[src/rtl/nanorv32_trace_ascii.sv]
// Trace helper: RV32 instruction word -> 8-char ASCII mnemonic, register indices -> ABI names.
// Optional RV32M mnemonics enabled by defining NANORV32_ASCII_RVM_EN.
module nanorv32_trace_ascii #(
    parameter logic [7:0] PAD_CHAR = 8'h20
) (
    input  logic        clk,
    input  logic        rst,
    input  logic        valid_in,
    input  logic [31:0] instruction_r,
    input  logic [4:0]  reg_rd,
    input  logic [4:0]  reg_rd2,
    input  logic [4:0]  reg_rs1,
    input  logic [4:0]  reg_rs2,
    output logic        valid_out,
    output logic [63:0] ascii_chain,
    output logic [31:0] reg_to_ascii_rd,
    output logic [31:0] reg_to_ascii_rd2,
    output logic [31:0] reg_to_ascii_rs1,
    output logic [31:0] reg_to_ascii_rs2
);

    localparam int unsigned MNEM_CHARS = 8;
    localparam int unsigned REG_CHARS  = 4;
    localparam int unsigned MNEM_W     = 8 * MNEM_CHARS;
    localparam int unsigned REG_W      = 8 * REG_CHARS;

    localparam logic [6:0] OP_LUI    = 7'b0110111;
    localparam logic [6:0] OP_AUIPC  = 7'b0010111;
    localparam logic [6:0] OP_JAL    = 7'b1101111;
    localparam logic [6:0] OP_JALR   = 7'b1100111;
    localparam logic [6:0] OP_BRANCH = 7'b1100011;
    localparam logic [6:0] OP_LOAD   = 7'b0000011;
    localparam logic [6:0] OP_STORE  = 7'b0100011;
    localparam logic [6:0] OP_IMM    = 7'b0010011;
    localparam logic [6:0] OP_REG    = 7'b0110011;
    localparam logic [6:0] OP_FENCE  = 7'b0001111;
    localparam logic [6:0] OP_SYSTEM = 7'b1110011;

    localparam logic [6:0] F7_BASE = 7'b0000000;
    localparam logic [6:0] F7_ALT  = 7'b0100000;
`ifdef NANORV32_ASCII_RVM_EN
    localparam logic [6:0] F7_MULDIV = 7'b0000001;
`endif

    // Names are built as right-justified zero-filled literals; move them left and pad the tail.
    function automatic logic [MNEM_W-1:0] justify_mnem(input logic [MNEM_W-1:0] s);
        logic [MNEM_W-1:0] r;
        int unsigned       n;
        n = 0;
        for (int unsigned i = 0; i < MNEM_CHARS; i++) begin
            if (s[8*i +: 8] != 8'h00) n = i + 1;
        end
        r = s << (8 * (MNEM_CHARS - n));
        for (int unsigned i = 0; i < MNEM_CHARS; i++) begin
            if (i < MNEM_CHARS - n) r[8*i +: 8] = PAD_CHAR;
        end
        return r;
    endfunction

    function automatic logic [REG_W-1:0] justify_reg(input logic [REG_W-1:0] s);
        logic [REG_W-1:0] r;
        int unsigned      n;
        n = 0;
        for (int unsigned i = 0; i < REG_CHARS; i++) begin
            if (s[8*i +: 8] != 8'h00) n = i + 1;
        end
        r = s << (8 * (REG_CHARS - n));
        for (int unsigned i = 0; i < REG_CHARS; i++) begin
            if (i < REG_CHARS - n) r[8*i +: 8] = PAD_CHAR;
        end
        return r;
    endfunction

    // ABI register name lookup, shared by all four converters.
    function automatic logic [REG_W-1:0] reg_name(input logic [4:0] idx);
        logic [REG_W-1:0] s;
        s = 32'("zero");
        case (idx)
            5'd0:  s = 32'("zero");
            5'd1:  s = 32'("ra");
            5'd2:  s = 32'("sp");
            5'd3:  s = 32'("gp");
            5'd4:  s = 32'("tp");
            5'd5:  s = 32'("t0");
            5'd6:  s = 32'("t1");
            5'd7:  s = 32'("t2");
            5'd8:  s = 32'("s0");
            5'd9:  s = 32'("s1");
            5'd10: s = 32'("a0");
            5'd11: s = 32'("a1");
            5'd12: s = 32'("a2");
            5'd13: s = 32'("a3");
            5'd14: s = 32'("a4");
            5'd15: s = 32'("a5");
            5'd16: s = 32'("a6");
            5'd17: s = 32'("a7");
            5'd18: s = 32'("s2");
            5'd19: s = 32'("s3");
            5'd20: s = 32'("s4");
            5'd21: s = 32'("s5");
            5'd22: s = 32'("s6");
            5'd23: s = 32'("s7");
            5'd24: s = 32'("s8");
            5'd25: s = 32'("s9");
            5'd26: s = 32'("s10");
            5'd27: s = 32'("s11");
            5'd28: s = 32'("t3");
            5'd29: s = 32'("t4");
            5'd30: s = 32'("t5");
            5'd31: s = 32'("t6");
            default: s = 32'("zero");
        endcase
        return justify_reg(s);
    endfunction

    logic [6:0]        opcode;
    logic [2:0]        funct3;
    logic [6:0]        funct7;
    logic [11:0]       sys_imm;
    logic [MNEM_W-1:0] mnem_raw;
    logic [MNEM_W-1:0] mnem_c;

    assign opcode  = instruction_r[6:0];
    assign funct3  = instruction_r[14:12];
    assign funct7  = instruction_r[31:25];
    assign sys_imm = instruction_r[31:20];

    // Mnemonic decode; anything not matched below stays "illegal".
    always_comb begin
        mnem_raw = 64'("illegal");
        if (instruction_r[1:0] == 2'b11) begin
            case (opcode)
                OP_LUI:   mnem_raw = 64'("lui");
                OP_AUIPC: mnem_raw = 64'("auipc");
                OP_JAL:   mnem_raw = 64'("jal");
                OP_JALR:  if (funct3 == 3'b000) mnem_raw = 64'("jalr");
                OP_BRANCH: begin
                    case (funct3)
                        3'b000:  mnem_raw = 64'("beq");
                        3'b001:  mnem_raw = 64'("bne");
                        3'b100:  mnem_raw = 64'("blt");
                        3'b101:  mnem_raw = 64'("bge");
                        3'b110:  mnem_raw = 64'("bltu");
                        3'b111:  mnem_raw = 64'("bgeu");
                        default: ;
                    endcase
                end
                OP_LOAD: begin
                    case (funct3)
                        3'b000:  mnem_raw = 64'("lb");
                        3'b001:  mnem_raw = 64'("lh");
                        3'b010:  mnem_raw = 64'("lw");
                        3'b100:  mnem_raw = 64'("lbu");
                        3'b101:  mnem_raw = 64'("lhu");
                        default: ;
                    endcase
                end
                OP_STORE: begin
                    case (funct3)
                        3'b000:  mnem_raw = 64'("sb");
                        3'b001:  mnem_raw = 64'("sh");
                        3'b010:  mnem_raw = 64'("sw");
                        default: ;
                    endcase
                end
                OP_IMM: begin
                    case (funct3)
                        3'b000: mnem_raw = 64'("addi");
                        3'b010: mnem_raw = 64'("slti");
                        3'b011: mnem_raw = 64'("sltiu");
                        3'b100: mnem_raw = 64'("xori");
                        3'b110: mnem_raw = 64'("ori");
                        3'b111: mnem_raw = 64'("andi");
                        3'b001: if (funct7 == F7_BASE) mnem_raw = 64'("slli");
                        3'b101: begin
                            if (funct7 == F7_BASE)     mnem_raw = 64'("srli");
                            else if (funct7 == F7_ALT) mnem_raw = 64'("srai");
                        end
                        default: ;
                    endcase
                end
                OP_REG: begin
                    if (funct7 == F7_BASE) begin
                        case (funct3)
                            3'b000:  mnem_raw = 64'("add");
                            3'b001:  mnem_raw = 64'("sll");
                            3'b010:  mnem_raw = 64'("slt");
                            3'b011:  mnem_raw = 64'("sltu");
                            3'b100:  mnem_raw = 64'("xor");
                            3'b101:  mnem_raw = 64'("srl");
                            3'b110:  mnem_raw = 64'("or");
                            3'b111:  mnem_raw = 64'("and");
                            default: ;
                        endcase
                    end else if (funct7 == F7_ALT) begin
                        if (funct3 == 3'b000)      mnem_raw = 64'("sub");
                        else if (funct3 == 3'b101) mnem_raw = 64'("sra");
`ifdef NANORV32_ASCII_RVM_EN
                    end else if (funct7 == F7_MULDIV) begin
                        case (funct3)
                            3'b000:  mnem_raw = 64'("mul");
                            3'b001:  mnem_raw = 64'("mulh");
                            3'b010:  mnem_raw = 64'("mulhsu");
                            3'b011:  mnem_raw = 64'("mulhu");
                            3'b100:  mnem_raw = 64'("div");
                            3'b101:  mnem_raw = 64'("divu");
                            3'b110:  mnem_raw = 64'("rem");
                            3'b111:  mnem_raw = 64'("remu");
                            default: ;
                        endcase
`else
                    end else begin
                        mnem_raw = 64'("illegal");
`endif
                    end
                end
                OP_FENCE: begin
                    if (funct3 == 3'b000)      mnem_raw = 64'("fence");
                    else if (funct3 == 3'b001) mnem_raw = 64'("fence.i");
                end
                OP_SYSTEM: begin
                    case (funct3)
                        3'b000: begin
                            case (sys_imm)
                                12'h000: mnem_raw = 64'("ecall");
                                12'h001: mnem_raw = 64'("ebreak");
                                12'h302: mnem_raw = 64'("mret");
                                12'h105: mnem_raw = 64'("wfi");
                                default: ;
                            endcase
                        end
                        3'b001:  mnem_raw = 64'("csrrw");
                        3'b010:  mnem_raw = 64'("csrrs");
                        3'b011:  mnem_raw = 64'("csrrc");
                        3'b101:  mnem_raw = 64'("csrrwi");
                        3'b110:  mnem_raw = 64'("csrrsi");
                        3'b111:  mnem_raw = 64'("csrrci");
                        default: ;
                    endcase
                end
                default: ;
            endcase
        end
        mnem_c = justify_mnem(mnem_raw);
    end

    // Output registers: load on valid_in, hold otherwise.
    always_ff @(posedge clk or posedge rst) begin
        if (rst) begin
            valid_out        <= 1'b0;
            ascii_chain      <= {MNEM_CHARS{PAD_CHAR}};
            reg_to_ascii_rd  <= {REG_CHARS{PAD_CHAR}};
            reg_to_ascii_rd2 <= {REG_CHARS{PAD_CHAR}};
            reg_to_ascii_rs1 <= {REG_CHARS{PAD_CHAR}};
            reg_to_ascii_rs2 <= {REG_CHARS{PAD_CHAR}};
        end else begin
            valid_out <= valid_in;
            if (valid_in) begin
                ascii_chain      <= mnem_c;
                reg_to_ascii_rd  <= reg_name(reg_rd);
                reg_to_ascii_rd2 <= reg_name(reg_rd2);
                reg_to_ascii_rs1 <= reg_name(reg_rs1);
                reg_to_ascii_rs2 <= reg_name(reg_rs2);
            end
        end
    end

endmodule

[config.mk]
export PLATFORM = sky130hd
export DESIGN_NAME = nanorv32_trace_ascii
export DESIGN_NICKNAME = d
export VERILOG_FILES = /design/src/rtl/nanorv32_trace_ascii.sv
export SDC_FILE = /design/constraint.sdc
export NUM_CORES = 1
export LEC_CHECK = 0
export ABC_AREA = 1
export BUFFER_PORTS_ARGS = -buffer_cell sky130_fd_sc_hd__buf_2
export CORE_ASPECT_RATIO = 2
export CORE_MARGIN = 2
export CORE_UTILIZATION = 55
export DETAILED_ROUTE_END_ITERATION = 10
export GPL_ROUTABILITY_DRIVEN = 0
export GPL_TIMING_DRIVEN = 0
export PLACE_DENSITY = 0.82
export SLEW_MARGIN = 20
export SYNTH_ARGS = -nofsm -noshare
export SYNTH_HDL_FRONTEND = slang
export SYNTH_MEMORY_MAX_BITS = 65536
export SYNTH_SLANG_ARGS = --single-unit
[constraint.sdc]
create_clock -name clk -period 8 [get_ports clk]
set_clock_uncertainty 0.2 [all_clocks]
set_input_delay 0 -clock clk [delete_from_list [all_inputs] [get_ports clk]]
set_output_delay 0 -clock clk [all_outputs]
set_load 0.005 [all_outputs]
==> flow_summary.json <==
{
  "path_class": "in -> reg",
  "async_flop_share": 1.00,
  "grt_pass1_wl_um": 63900,
  "first_pass_iters": 9,
  "yosysMostFrequentCell": "nand2_1",
  "detail_route.wl_per_cell_um": 21.4,
  "synth_edf_count": 0,
  "setup_tns_ns": 0,
  "num-fill-cells": 1496,
  "ys.flop_type": "dfrtp_1",
  "yosysTopAreaCellShare": 0.323,
  "fp.dieW_um": 101,
  "worstMarginPinSlew_ns": 1.16,
  "instances_no_fill": 1982,
  "cts.sinks": 157,
  "min_path_type": "in -> reg",
  "synth_top_family_by_area": "simple AND/OR/NAND/NOR gates",
  "coreArea_um2": 18300,
  "fmax_ghz": 0.176,
  "synthAdderAreaFrac": 0.0292,
  "ys_types": 55,
  "insertion_delay_ns": 0.43,
  "relSlewSlack": 0.224,
  "required_ns": 8.16,
  "path_buf_inv": 7,
  "status": "complete, no violations",
  "rsz0062_at_grt": "no",
  "grt_max_degree": 103,
  "layout-drive-gt1-share": 0.231,
  "cp_slowest_cell": "nor2_1",
  "io_buffers": 207,
  "hold_depth": 2,
  "hold_violations": 0,
  "min_period_over_period": 0.710,
  "clockBufferDepth": 2,
  "synth_area_um2": 10300,
  "vias": 12000,
  "drc_errors": 0,
  "ys_warn_count": 0,
  "rows": 70,
  "yosys.area.top_type": "dfrtp_1",
  "start_util": 0.563,
  "cts_buffers": 17,
  "dp_hpwl_um": 29500,
  "path_max_fanout": 10,
  "muxShareOfSynthArea": 0,
  "power.density_nw_per_um2": 171,
  "crit_cells": 25,
  "finalSetupViolCount": 0,
  "pin_count": 248,
  "worstSetupEndpointType": "flip-flop",
  "synth-seq-cells": 157,
  "drt_wl_total_um": 42300,
  "vdd_drop_max_v": 0.000163,
  "fp.dieH_um": 198,
  "critPathMaxStageDelay_ns": 0.83,
  "clk_pin_slew_worst_paths_ns": 0.06,
  "p_leak_nw": 6.88,
  "synthToLayoutAreaGrowth_pct": 24.1,
  "ys_top_cells_by_count": "428 x nand2_1, 173 x nor2_1, 141 x inv_1",
  "postRouteAntennaNets": 0,
  "fin_nets": 1831,
  "synth_compound_area_frac": 0.123,
  "cts_tree": "yes",
  "overflow": 0,
  "fin_crit_ns": 5.68,
  "grt_pass1_vias": 11800,
  "die-area_um2": 19900,
  "grt_usage": 0.430,
  "ff2ff_path_depth": 3,
  "worstSetupStartpointType": "input pin",
  "synth_area_leaders": "dfrtp_1 32%, nand2_1 16%, nor2_1 6.3%",
  "crit_family": "simple AND/OR/NAND/NOR gates",
  "syn_inst": 1463,
  "worstPathArrival_ns": 5.84,
  "antenna_found_initial": 1,
  "slew_violations": 0,
  "dp.cells": 1910,
  "synthSimpleGateAreaFrac": 0.354,
  "synth_xor_area_frac": 0.000851,
  "seq_area_frac_synth": 0.384,
  "synth.avg_cell_area_um2": 7.04,
  "drt_iter0_drc": 1316,
  "cts_root_buffer": "clkbuf_16",
  "cts.htree.levels": 4,
  "cap_violations": 0,
  "detail_route.vias_per_cell": 6.06
}
==> layout make-up <==
cell class | instances | area (um^2) | share of cell area
Clock buffer | 21 | 470 | 0.0368
Clock inverter | 11 | 180 | 0.0141
Buffer | 82 | 504 | 0.0395
Sequential cell | 157 | 3960 | 0.310
Timing Repair Buffer | 247 | 1450 | 0.114
Inverter | 160 | 613 | 0.0480
Multi-Input combinational cell | 1087 | 5320 | 0.417
Tap cell | 216 | 270 | 0.0212
Antenna cell | 1 | 2.50 | 0.000196
==> flip-flops by register name, summed over array words and instances, names as in the netlist <==
register and cells:
reg_to_ascii_rs1 25, ascii_chain 56, reg_to_ascii_rd 25, reg_to_ascii_rs2 25, reg_to_ascii_rd2 25, valid_out 1
==> metal layers <==
metal,share of wire,GRT usage,vias up
met5,0.0013,0.0265,-
met4,0.12,0.418,2
met3,0.11,0.148,392
met2,0.48,0.714,925
met1,0.29,0.387,5452
li1,-,-,5248
==> cell usage in the layout, fill, tap and decap left out, drive strengths merged, types with 2 or more instances in the layout <==
master	Yosys	layout
conb	1	24
nor2	196	196
o2111ai	3	3
nand2	451	451
a2111oi	4	4
o21ai	97	97
dfrtp	133	133
nor3b	3	3
nor3	18	18
o22ai	7	7
ha	24	24
a31oi	10	10
buf	53	261
clkbuf	29	50
dfstp	24	24
nand3b	2	2
o211ai	14	14
nor4	7	7
or2	22	22
nand3	115	115
o221ai	6	6
o31ai	8	8
bufinv	0	4
inv	155	158
a211oi	3	3
dlygate4sd3	0	39
clkinv	5	8
a22o	3	3
a21oi	49	49
nand4	11	11
a32o	4	4
==> worst paths after layout <==
path,from,end,slack [ns]
worst min register to register,reg_to_ascii_rs2[30]$_DFFE_PP0P_,reg_to_ascii_rs2[30]$_DFFE_PP0P_,0.27
worst min-delay path,valid_in,valid_out$_DFF_PP0_,0.07
max in group asynchronous,rst,ascii_chain[37]$_DFFE_PP1P_,6.23
min in group asynchronous,rst,reg_to_ascii_rd2[30]$_DFFE_PP0P_,0.54
worst max register to register,reg_to_ascii_rd[22]$_DFFE_PP0P_,reg_to_ascii_rd[22]$_DFFE_PP0P_,6.52
worst max-delay path,instruction_r[13],ascii_chain[18]$_DFFE_PP0P_,2.32
==> through the flow <==
stage	power, mW	area (um^2)	hold slack (ns)	util	worst slack [ns]
after floorplan	1.10	10400	-0.169	-	3.60
after global placement	1.25	11700	-0.0362	0.639	2.19
after detailed placement	1.26	11700	-0.168	0.641	2.89
after CTS	2.15	12800	0.0606	0.697	3.32
after global routing	2.24	12800	0.0870	0.698	2.26
final	2.18	12800	0.0657	0.698	2.32
==> power by group <==
part | internal, mW | switching, mW | total (mW)
clock network | 0.552 | 0.341 | 0.892
registers | 0.846 | 0.0315 | 0.878
logic | 0.139 | 0.271 | 0.410
==> repair_timing <==
| item | 4_1_cts | 5_1_grt |
|---|---|---|
| gates resized for setup | 0 | 0 |
| hold buffers | 39 | 0 |
| hold endpoints to repair | 202 | 0 |
| buffers inserted | 0 | 0 |
| endpoints found under the setup margin | 0 | 0 |
==> kinds of logic (layout without fill, tap and decap cells) <==
group | Yosys count | in the layout
flip-flops | 157 | 157
XOR/XNOR | 1 | 1
adder cells (fa/ha/maj) | 24 | 24
AO/OA/AOI/OAI | 213 | 213
other | 1 | 25
AND/OR/NAND/NOR | 825 | 825
buffers and inverters | 242 | 521
(Power assumes the default switching activity.)
